### src/rtl/aes_pkg.sv
`default_nettype none
// +----------------------------------------------------------------------------+
// | Module      : aes_pkg                                                      |
// | Description : Shared AES types, constants and composite-field arithmetic.  |
// |               GF(2^8) is modelled as GF(((2^2)^2)^2):                      |
// |                 GF(4)   = GF(2)[w]/(w^2+w+1)                               |
// |                 GF(16)  = GF(4)[y]/(y^2+y+N),   N  = w                     |
// |                 GF(256) = GF(16)[z]/(z^2+z+mu), mu = w^2*y + w             |
// |               Tower byte layout: [7:4] z-coefficient, [3:0] constant;      |
// |               nibble [3:2] y-coefficient; pair [1] w-coefficient.          |
// | Ports       : none (package)                                               |
// | Revision    : 1.0 - initial release                                        |
// +----------------------------------------------------------------------------+
package aes_pkg;

  typedef logic [7:0]   aes_byte_t;
  typedef logic [127:0] aes_state_t;

  typedef enum logic [1:0] {
    INV_SB_IDLE = 2'd0,
    INV_SB_RUN  = 2'd1,
    INV_SB_DONE = 2'd2
  } inv_sb_state_e;

  localparam aes_byte_t  AES_AFFINE_C     = 8'h63;
  localparam aes_byte_t  AES_INV_AFFINE_C = 8'h05;
  localparam logic [1:0] GF_N             = 2'b10;
  localparam logic [3:0] GF_MU            = 4'b1110;

  function automatic logic [1:0] gf4_mul(input logic [1:0] a, input logic [1:0] b);
    logic hh;
    hh = a[1] & b[1];
    return {hh ^ (a[1] & b[0]) ^ (a[0] & b[1]), hh ^ (a[0] & b[0])};
  endfunction

  // Squaring in GF(4) is linear; a^2 is also a^-1 for non-zero a.
  function automatic logic [1:0] gf4_sq(input logic [1:0] a);
    return {a[1], a[1] ^ a[0]};
  endfunction

  function automatic logic [3:0] gf16_mul(input logic [3:0] a, input logic [3:0] b);
    logic [1:0] hh;
    hh = gf4_mul(a[3:2], b[3:2]);
    return {hh ^ gf4_mul(a[3:2], b[1:0]) ^ gf4_mul(a[1:0], b[3:2]),
            gf4_mul(hh, GF_N) ^ gf4_mul(a[1:0], b[1:0])};
  endfunction

  // (a1*y + a0)^-1 = (a1*y + (a1+a0)) / (a1^2*N + a1*a0 + a0^2); 0 maps to 0.
  function automatic logic [3:0] gf16_inv(input logic [3:0] a);
    logic [1:0] d;
    logic [1:0] di;
    d  = gf4_mul(gf4_sq(a[3:2]), GF_N) ^ gf4_mul(a[3:2], a[1:0]) ^ gf4_sq(a[1:0]);
    di = gf4_sq(d);
    return {gf4_mul(a[3:2], di), gf4_mul(a[3:2] ^ a[1:0], di)};
  endfunction

  function automatic aes_byte_t gf256_mul(input aes_byte_t a, input aes_byte_t b);
    logic [3:0] hh;
    hh = gf16_mul(a[7:4], b[7:4]);
    return {hh ^ gf16_mul(a[7:4], b[3:0]) ^ gf16_mul(a[3:0], b[7:4]),
            gf16_mul(hh, GF_MU) ^ gf16_mul(a[3:0], b[3:0])};
  endfunction

  // Linear map: column i (bits [8i+7:8i]) is the image of bit i.
  function automatic aes_byte_t aes_iso_apply(input logic [63:0] m, input aes_byte_t a);
    aes_byte_t r;
    r = '0;
    for (int i = 0; i < 8; i++) begin
      if (a[i]) r = r ^ m[8*i +: 8];
    end
    return r;
  endfunction

  // AES basis -> tower basis: pick a tower root beta of x^8+x^4+x^3+x+1 and
  // map x^i to beta^i. Evaluated once at elaboration.
  function automatic logic [63:0] aes_iso_build_fwd();
    logic [63:0] m;
    aes_byte_t   beta, cb, t2, t3, t4, t8, col;
    logic        found;
    int          c;
    beta  = 8'h02;
    found = 1'b0;
    c     = 2;
    while (!found && c < 256) begin
      cb = 8'(c);
      t2 = gf256_mul(cb, cb);
      t3 = gf256_mul(t2, cb);
      t4 = gf256_mul(t2, t2);
      t8 = gf256_mul(t4, t4);
      if ((t8 ^ t4 ^ t3 ^ cb ^ 8'h01) == 8'h00) begin
        beta  = cb;
        found = 1'b1;
      end
      c = c + 1;
    end
    m   = '0;
    col = 8'h01;
    for (int i = 0; i < 8; i++) begin
      m[8*i +: 8] = col;
      col         = gf256_mul(col, beta);
    end
    return m;
  endfunction

  // Tower basis -> AES basis: column j is the preimage of tower bit j.
  function automatic logic [63:0] aes_iso_build_inv(input logic [63:0] fwd);
    logic [63:0] m;
    m = '0;
    for (int j = 0; j < 8; j++) begin
      for (int a = 0; a < 256; a++) begin
        if (aes_iso_apply(fwd, 8'(a)) == (8'h01 << j)) m[8*j +: 8] = 8'(a);
      end
    end
    return m;
  endfunction

  localparam logic [63:0] AES_ISO_FWD = aes_iso_build_fwd();
  localparam logic [63:0] AES_ISO_INV = aes_iso_build_inv(AES_ISO_FWD);

endpackage
`default_nettype wire

### src/rtl/aes_gf_inv.sv
`default_nettype none
// +----------------------------------------------------------------------------+
// | Module      : aes_gf_inv                                                   |
// | Description : Combinational GF(((2^2)^2)^2) inverter, tower basis in/out.  |
// |               Zero maps to zero.                                           |
// | Ports       : a_i   [7:0] operand (tower basis)                            |
// |               inv_o [7:0] multiplicative inverse (tower basis)             |
// | Revision    : 1.0 - initial release                                        |
// +----------------------------------------------------------------------------+
module aes_gf_inv
  import aes_pkg::*;
(
  input  logic [7:0] a_i,
  output logic [7:0] inv_o
);

  logic [3:0] ah;
  logic [3:0] al;
  logic [3:0] d;
  logic [3:0] d_inv;

  assign ah = a_i[7:4];
  assign al = a_i[3:0];

  // (ah*z + al)^-1 = (ah*z + (ah+al)) / (ah^2*mu + ah*al + al^2)
  assign d     = gf16_mul(gf16_mul(ah, ah), GF_MU) ^ gf16_mul(ah, al) ^ gf16_mul(al, al);
  assign d_inv = gf16_inv(d);
  assign inv_o = {gf16_mul(ah, d_inv), gf16_mul(ah ^ al, d_inv)};

endmodule
`default_nettype wire

### src/rtl/aes_inv_sbox.sv
`default_nettype none
// +----------------------------------------------------------------------------+
// | Module      : aes_inv_sbox                                                 |
// | Description : Combinational AES inverse S-box: inverse affine transform,   |
// |               then composite-field inversion between isomorphism maps.     |
// | Ports       : byte_i [7:0] input byte                                      |
// |               byte_o [7:0] inv_sbox(byte_i)                                |
// | Revision    : 1.0 - initial release                                        |
// +----------------------------------------------------------------------------+
module aes_inv_sbox
  import aes_pkg::*;
(
  input  logic [7:0] byte_i,
  output logic [7:0] byte_o
);

  aes_byte_t inv_aff;
  aes_byte_t tower_in;
  aes_byte_t tower_inv;

  always_comb begin
    inv_aff = '0;
    for (int i = 0; i < 8; i++) begin
      inv_aff[i] = byte_i[(i + 2) % 8] ^ byte_i[(i + 5) % 8] ^ byte_i[(i + 7) % 8]
                 ^ AES_INV_AFFINE_C[i];
    end
  end

  assign tower_in = aes_iso_apply(AES_ISO_FWD, inv_aff);

  aes_gf_inv u_gf_inv (
    .a_i   (tower_in),
    .inv_o (tower_inv)
  );

  assign byte_o = aes_iso_apply(AES_ISO_INV, tower_inv);

endmodule
`default_nettype wire

### src/rtl/aes_inv_subbytes.sv
`default_nettype none
// +----------------------------------------------------------------------------+
// | Module      : aes_inv_subbytes                                             |
// | Description : Byte-serial AES InvSubBytes engine. Loads a 128-bit state,   |
// |               substitutes BYTES_PER_CYCLE bytes per clock in place, then   |
// |               presents the result until the consumer takes it.             |
// | Ports       : clk, rst_n (async, active-low)                               |
// |               in_valid/in_ready/in_state[127:0]    input handshake         |
// |               out_valid/out_ready/out_state[127:0] output handshake        |
// |               busy                                 high in RUN or DONE     |
// | Revision    : 1.0 - initial release                                        |
// +----------------------------------------------------------------------------+
module aes_inv_subbytes
  import aes_pkg::*;
#(
  parameter int BYTES_PER_CYCLE = 4
) (
  input  logic         clk,
  input  logic         rst_n,
  input  logic         in_valid,
  output logic         in_ready,
  input  logic [127:0] in_state,
  output logic         out_valid,
  input  logic         out_ready,
  output logic [127:0] out_state,
  output logic         busy
);

  localparam int STEPS = 16 / BYTES_PER_CYCLE;
  localparam int CNT_W = (STEPS > 1) ? $clog2(STEPS) : 1;
  localparam logic [CNT_W-1:0] LAST_STEP = CNT_W'(STEPS - 1);

  if (!(BYTES_PER_CYCLE == 1 || BYTES_PER_CYCLE == 2 || BYTES_PER_CYCLE == 4 ||
        BYTES_PER_CYCLE == 8 || BYTES_PER_CYCLE == 16)) begin : g_bad_cfg
    $error("aes_inv_subbytes: BYTES_PER_CYCLE must be 1, 2, 4, 8 or 16");
  end

  inv_sb_state_e                         state_q;
  logic [CNT_W-1:0]                      cnt_q;
  aes_state_t                            data_q;
  aes_state_t                            data_d;
  logic [3:0]                            base;
  logic [BYTES_PER_CYCLE-1:0][7:0]       lane_in;
  logic [BYTES_PER_CYCLE-1:0][7:0]       lane_out;

  // Index of the first byte handled this step.
  assign base = 4'(int'(cnt_q) * BYTES_PER_CYCLE);

  for (genvar l = 0; l < BYTES_PER_CYCLE; l++) begin : g_lane
    assign lane_in[l] = data_q[{base + 4'(l), 3'b000} +: 8];

    aes_inv_sbox u_inv_sbox (
      .byte_i (lane_in[l]),
      .byte_o (lane_out[l])
    );
  end

  always_comb begin
    data_d = data_q;
    for (int l = 0; l < BYTES_PER_CYCLE; l++) begin
      data_d[{base + 4'(l), 3'b000} +: 8] = lane_out[l];
    end
  end

  always_ff @(posedge clk or negedge rst_n) begin
    if (!rst_n) begin
      state_q <= INV_SB_IDLE;
      cnt_q   <= '0;
      data_q  <= '0;
    end else begin
      case (state_q)
        INV_SB_IDLE: begin
          if (in_valid) begin
            data_q  <= in_state;
            cnt_q   <= '0;
            state_q <= INV_SB_RUN;
          end
        end
        INV_SB_RUN: begin
          data_q <= data_d;
          // Counter parks on the last step rather than wrapping.
          if (cnt_q == LAST_STEP) begin
            state_q <= INV_SB_DONE;
          end else begin
            cnt_q <= cnt_q + CNT_W'(1);
          end
        end
        INV_SB_DONE: begin
          if (out_ready) state_q <= INV_SB_IDLE;
        end
        default: state_q <= INV_SB_IDLE;
      endcase
    end
  end

  assign in_ready  = (state_q == INV_SB_IDLE);
  assign out_valid = (state_q == INV_SB_DONE);
  assign busy      = (state_q != INV_SB_IDLE);
  assign out_state = data_q;

endmodule
`default_nettype wire

### config.mk
export PLATFORM = sky130hd
export DESIGN_NAME = aes_inv_subbytes
export DESIGN_NICKNAME = d
export VERILOG_FILES = /design/src/rtl/aes_pkg.sv /design/src/rtl/aes_gf_inv.sv /design/src/rtl/aes_inv_sbox.sv /design/src/rtl/aes_inv_subbytes.sv
export SDC_FILE = /design/constraint.sdc
export NUM_CORES = 1
export LEC_CHECK = 0
export BUFFER_PORTS_ARGS = -buffer_cell sky130_fd_sc_hd__buf_2
export CAP_MARGIN = 40
export CORE_ASPECT_RATIO = 0.9
export CORE_UTILIZATION = 50
export DETAILED_ROUTE_END_ITERATION = 7
export MAX_ROUTING_LAYER = met4
export PLACE_DENSITY = 0.82
export SYNTH_ARGS = -nofsm -noshare
export SYNTH_HDL_FRONTEND = slang
export SYNTH_SLANG_ARGS = --single-unit
### constraint.sdc
create_clock -name clk -period 18.2 [get_ports clk]
set_input_delay 2.73 -clock clk [delete_from_list [all_inputs] [get_ports clk]]
set_output_delay 2.73 -clock clk [all_outputs]
set_load 0.005 [all_outputs]
# Yosys cells after proc, flatten, opt, wreduce, memory -nomap -nowiden
# Index checks and enable logic that the tools add are counted.
[op_classes]
reduce_logical = 6
n_bitwise = 820
n_shift = 12
n_addsub = 8
n_mux = 77
eq_ne = 7
[op_table]
columns = ["op", "count"]
rows = [
  ["$bwmux W128", 4],
  ["$shift A8 B9 Y128 const A", 4],
  ["$shiftx A128 B8 Y8", 4],
  ["$shiftx A8 B9 Y128", 4],
  ["$xor A1 B1 Y1", 380],
  ["$and A1 B1 Y1", 288],
  ["$pmux W128 S2", 1],
  ["$mux W7", 28],
  ["$mux W8", 24],
  ["$xor A2 B2 Y2", 84],
  ["$mux W128", 1],
  ["$not A3 Y3", 20],
  ["$not A4 Y4", 12],
  ["$xor A4 B4 Y4", 12],
  ["$not A5 Y5", 8],
  ["$neg A7 Y9", 4],
  ["$not A4 Y5", 4],
  ["$not A5 Y5 const A", 4],
  ["$mux W2", 9],
  ["$add A4 B2 Y4 const B", 2],
  ["$mux W1", 8],
  ["$ne A2 B2 Y1 const B", 3],
  ["$pmux W2 S3", 1],
  ["$reduce_and A3 Y1", 2],
  ["other kinds (11)", 19],
]
[totals]
inputBits = 132
regBits = 132
word_cells = 933
out_inout_bits = 131

# Longest topological paths before layout
[logic_depth]
ltp_word = 61
mapped_depth = 34
depth_no_buf = 26

# Cells and area by module
# Synthesis repeated with hierarchy kept, for this count alone.
[hier_totals]
cells_unflattened = 1619
area_unflattened_um2 = 15947.8
[modules_own_cells]
columns = ["mod", "seq_area_each_um2", "cells_each", "area_each_um2", "n_inst"]
rows = [
  ["aes_inv_subbytes", 3303.2, 567, 7850.0, 1],
  ["aes_gf_inv", 0.0, 231, 1726.7, 4],
  ["aes_inv_sbox", 0.0, 32, 297.8, 4],
]

# Worst setup path after synthesis
# Ideal clock, no wire load.
[synth_path]
kind = "register to register"
from = "register cnt_q[0]"
to = "register data_q[93] (netlist: out_state[93])"
required_ns = 18.073
synth_period_minus_slack_ns = 7.994
setup_time_ns = 0.127
n_path_buf = 7
t_arrival_ns = 7.867
slack_ns = 10.206
path_stages_with_launch = 34
cell_sequence = "dfrtp_1 -> buf_6 -> buf_12 -> buf_12 -> buf_4 -> mux4_2 -> buf_4 -> xnor2_2 -> xnor2_1 -> clkbuf_1 -> xnor2_1 -> ha_1 -> xor2_1 -> nor2_1 -> o31ai_1 -> o311a_1 -> a21oi_1 -> nor2_1 -> inv_1 -> ha_1 -> clkbuf_1 -> xnor2_1 -> xnor2_1 -> o211ai_1 -> a2111oi_2 -> o31ai_1 -> a221o_1 -> a211o_1 -> nand3_1 -> xnor2_1 -> xnor3_2 -> xnor2_2 -> a221oi_1 -> nor2_1"
[synth_between]
elab_chain_cells = 55
elab_cells_between_ends = 900
classes_between = "add/sub: 7; shift: 12; mux: 69; bitwise: 812"
[synth_lines]
columns = ["element", "line_no", "text"]
rows = [
  ["from (decl)", "aes_inv_subbytes.sv:39", "logic [CNT_W-1:0] cnt_q;"],
  ["from (signal assigned)", "aes_inv_subbytes.sv:85", "cnt_q <= cnt_q + CNT_W'(1);"],
  ["$add A4 B1 Y4 / $shiftx A128 B8 Y8 (equally long branches)", "aes_inv_subbytes.sv:50, aes_inv_subbytes.sv:61", ""],
  ["$shiftx A128 B8 Y8 / $xor A1 B1 Y1 (equally long branches)", "aes_inv_subbytes.sv:50, aes_inv_sbox.sv:24", ""],
  ["$xor A1 B1 Y1", "aes_inv_sbox.sv:24", "inv_aff[i] = byte_i[(i + 2) % 8] ^ byte_i[(i + 5) % 8] ^ byte_i[(i + 7) % 8]"],
  ["$xor A1 B1 Y1 / $mux W7 (equally long branches)", "aes_inv_sbox.sv:24, aes_pkg.sv:69", ""],
  ["$mux W7 / $not A3 Y3 (equally long branches)", "-", ""],
  ["$not A3 Y3 (no source line) / $mux W7 (equally long branches)", "-", ""],
  ["$mux W7 / $not A3 Y3 (equally long branches)", "-", ""],
  ["$not A3 Y3 (no source line) / $mux W7 (equally long branches)", "-", ""],
  ["[... 38 more ...]", "-", ""],
  ["$not A5 Y5 (no source line) / $mux W8 (equally long branches)", "-", ""],
  ["$mux W8 / $not A4 Y4 (equally long branches)", "-", ""],
  ["$not A4 Y4 (no source line) / $mux W7 (equally long branches)", "-", ""],
  ["$mux W7 / $shiftx A8 B9 Y128 (equally long branches)", "aes_pkg.sv:69, aes_inv_subbytes.sv:61", ""],
  ["$shiftx A8 B9 Y128 / $bwmux W128 (equally long branches)", "aes_inv_subbytes.sv:61", "data_d[{base + 4'(l), 3'b000} +: 8] = lane_out[l];"],
  ["$bwmux W128 (2 in series)", "aes_inv_subbytes.sv:61", ""],
  ["$bwmux W128 *", "aes_inv_subbytes.sv:61", ""],
  ["$pmux W128 S2 *", "aes_inv_subbytes.sv:71", "case (state_q)"],
  ["to (signal assigned)", "aes_inv_subbytes.sv:74", "data_q <= in_state;"],
  ["to (signal assigned)", "aes_inv_subbytes.sv:80", "data_q <= data_d;"],
  ["to (decl)", "aes_inv_subbytes.sv:40", "aes_state_t data_q;"],
]
# Every way passes the cells marked *; elsewhere a longest branch is shown, timed or not.
# A chain may end at the register's enable or synchronous reset.

# Final worst setup path
[layout_path]
from = "register cnt_q[0]"
to = "register data_q[54] (netlist: out_state[54])"
# The elaborated chain is that of the path after synthesis.

==> impl_metrics.env <==
export IMPL_slowest_delay_ns=0.70
export IMPL_crit_type="reg -> reg"
export IMPL_synth_cells=1698
export IMPL_drv_cap=0
export IMPL_ios=263
export IMPL_floorplan_initialDensity_pct=51.3
export IMPL_final_nets=2056
export IMPL_drive_gt1_share_pct=22.6
export IMPL_hold_viol=0
export IMPL_period_share_pct=52.2
export IMPL_cts_tree="done"
export IMPL_cp_top_family="XOR/XNOR gates"
export IMPL_antenna_found_initial=1
export IMPL_ys_warnings_count=0
export IMPL_synth_seq_cells=132
export IMPL_area_growth_pct=15.4
export IMPL_post_route_cell_area_um2=17200
export IMPL_synth_compound_area_share_pct=22.3
export IMPL_root_buffer="clkbuf_16"
export IMPL_grt_max_degree=72
export IMPL_rsz0062_at_grt="no"
export IMPL_clkSinkCount=132
export IMPL_critical_path_buf_inv_count=3
export IMPL_finalSetupViolations=0
export IMPL_drc_errors=0
export IMPL_drtPass1Iterations=6
export IMPL_synthAdderAreaFrac_pct=2.33
export IMPL_ff_latch_area_um2=3310
export IMPL_dp_cells=2273
export IMPL_multi_input_area_um2=10900
export IMPL_drt_total_wl_mm=52.1
export IMPL_cts_max_path_buffers=2
export IMPL_hp_class="reg -> reg"
export IMPL_cp_arrival_ns=9.83
export IMPL_postRouteAntennaNets=0
export IMPL_post_route_min_period_ns=9.51
export IMPL_syn_nets=1857
export IMPL_setup_tns_ns=0
export IMPL_yosysSeqAreaShare_pct=22.2
export IMPL_dp_hpwl_mm=38.7
export IMPL_cp_data_required_time_ns=18.53
export IMPL_reg2reg_from="cnt_q[0]"
export IMPL_synth_cell_types=99
export IMPL_overflow=0
export IMPL_yosys_area_share_simple_pct=17.1
export IMPL_skew_ns=0.00990
export IMPL_grt_pass1_vias=14200
export IMPL_htreeDepth=4
export IMPL_drv_slew=0
export IMPL_critPathLaunchType="flop"
export IMPL_routedWlPerCell_um=22.6
export IMPL_hold_buffers=0
export IMPL_achievable_frequency_mhz=105
export IMPL_dieArea_um2=30500
export IMPL_status="finished, final reports clean"
export IMPL_syn_area_per_cell_um2=8.78
export IMPL_synth_top_family_by_area="XOR/XNOR gates"
export IMPL_synthArstFlopShare_pct=100
export IMPL_fill_cells=2557
export IMPL_vias=14900
export IMPL_fin_cells=2307
export IMPL_path_clk_slew_ns=0.07
export IMPL_fp_dieH_um=166
export IMPL_crit_path_start="cnt_q[0]"
export IMPL_die_w_um=184
export IMPL_postCtsSetupBuffers=0
export IMPL_core_um2=29100
export IMPL_track_usage_pct=35.1
export IMPL_placementRows=59
export IMPL_grt_pass1_wl_mm=80.0
export IMPL_maxSlewHeadroom_pct=35.8
export IMPL_cts_resized=0
export IMPL_cp_end_kind="flop"
export IMPL_portBuffers=262
export IMPL_gp_congestion=0.974
export IMPL_synth_area_mux_share_pct=6.82
export IMPL_tightest_slew_ns=0.955
export IMPL_clock_latency_ns=0.45
export IMPL_synth_edf_count=0
export IMPL_syn_cell_area_um2=14900
export IMPL_crit_path_top_delay_cell="xor2_1"
export IMPL_ys_flop_type="dfrtp_1"
export IMPL_via_per_inst=6.48
export IMPL_placed_area_um2=16600
export IMPL_cp_max_fo=33
export IMPL_drtIter0Drc=1726
export IMPL_hp_start="out_state[2]"
export IMPL_cts_buffers=17
export IMPL_path_common_cell="xnor2_1"
export IMPL_yosys_area_share_xor_xnor_pct=24.4
-- cells in the mapped netlist, types with 7 or more instances --
cell type    n  area (µm²)
a211o_1      8        70.1
a211oi_1    18         135
a21o_1      14         105
a21oi_1     83         415
a221o_1      8        80.1
a221oi_1    58         508
a22oi_1     10        75.1
a2bb2oi_1   37         324
a31oi_1     16         100
and2_1      15        93.8
and3_1      16         100
buf_1        7        26.3
buf_2       22         110
clkbuf_1    70         263
dfrtp_1    132        3300
ha_1        27         338
inv_1       48         180
mux2_2       7        78.8
mux2i_1     21         210
mux4_2      30         676
nand2_1    114         428
nand2b_1     8        50.1
nand3_1     57         285
nand4_1     12        75.1
nor2_1     245         920
nor2b_1     10        62.6
nor3_1      27         135
o211ai_1    29         218
o21a_1       9        67.6
o21ai_0     78         390
o21ai_1      9        45.0
o221ai_1     9        78.8
o22ai_1     21         131
or3_1       11        68.8
xnor2_1    157        1380
xnor2_2     15         244
xnor3_1     41         923
xnor3_2      9         214
xor2_1      45         394
xor2_2       8         130
xor3_1       7         166
-- flip-flops by register name, indices dropped and copies added (netlist names) --
signal and flops:
state_q 2, out_state 128, cnt_q 2
-- per-stage QoR --
step	hold slack, ns	worst slack (ns)	utilization (%)
after floorplan	0.490	10.21	-
after global placement	0.477	9.18	56.3
after detailed placement	0.486	8.81	57.1
after CTS	0.499	8.77	59.1
after global routing	0.520	8.01	59.2
final	0.498	8.69	59.2
-- layout by cell type, fill, tap and decap left out, types with 8 or more instances in the layout --
| cell type | instances |
|---|---|
| o21ai_1 | 9 |
| and3_1 | 16 |
| nand3_1 | 57 |
| inv_1 | 48 |
| a211oi_1 | 18 |
| a221oi_1 | 58 |
| a21o_1 | 13 |
| ha_1 | 27 |
| o22ai_1 | 21 |
| xnor2_2 | 15 |
| and2_1 | 15 |
| a31oi_1 | 16 |
| buf_2 | 262 |
| o211ai_1 | 29 |
| nor2_1 | 245 |
| xor2_1 | 45 |
| buf_4 | 15 |
| a21oi_1 | 79 |
| xnor3_2 | 9 |
| nor2b_1 | 10 |
| a2bb2oi_1 | 37 |
| a22oi_1 | 10 |
| a221o_1 | 8 |
| nor3_1 | 27 |
| xor2_2 | 8 |
| clkbuf_16 | 17 |
| nand2_1 | 114 |
| xnor3_1 | 41 |
| mux4_2 | 30 |
| nand4_1 | 12 |
| dfrtp_1 | 130 |
| o21a_1 | 9 |
| or3_1 | 11 |
| xnor2_1 | 157 |
| o221ai_1 | 9 |
| a211o_1 | 8 |
| mux2i_1 | 21 |
| o21ai_0 | 78 |
-- worst paths after layout --
path                       depth (start not counted)  slack (ns)            end
max                                               26        8.69  out_state[54]
min                                                2        0.50   out_state[2]
max reg2reg                                       26        8.69  out_state[54]
min reg2reg                                        2        0.50   out_state[2]
max in group asynchronous                          3       14.89  out_state[46]
min in group asynchronous                          1        2.27  out_state[63]
-- worst min-delay path, stage by stage (launching register included) --
cell,delay (ns)
dfrtp_1,0.36
nand2_1,0.05
o21ai_0,0.06
-- final cells by class --
class,count,area share [%]
sequential,132,19.2
tap,396,2.88
timing repair buffer,288,9.63
multi-input combinational,1400,63.6
clock buffer,20,2.65
antenna,1,0.0145
clock inverter,12,0.756
inverter,58,1.29
-- routing by layer --
metal / vias to the layer above / share of wire [%] / GRT usage [%]
li1: 6649 / - / -
met1: 7150 / 39 / 44.8
met2: 977 / 46 / 53.8
met3: 170 / 11 / 7.48
met4: 0 / 4.1 / 14.5
met5: - / 0 / -
-- kinds of logic (layout without fill, tap and decap cells) --
family	count (synthesis)	count (layout)
other	0	1
XOR/XNOR	289	289
flip-flops	132	132
AND/OR/NAND/NOR	557	557
multiplexers	60	60
AO/OA/AOI/OAI	466	466
buffers and inverters	166	378
adder cells (fa/ha/maj)	28	28
Power is not shown: default switching activity piles up to over one toggle a cycle in this logic, so the estimate is an artifact.
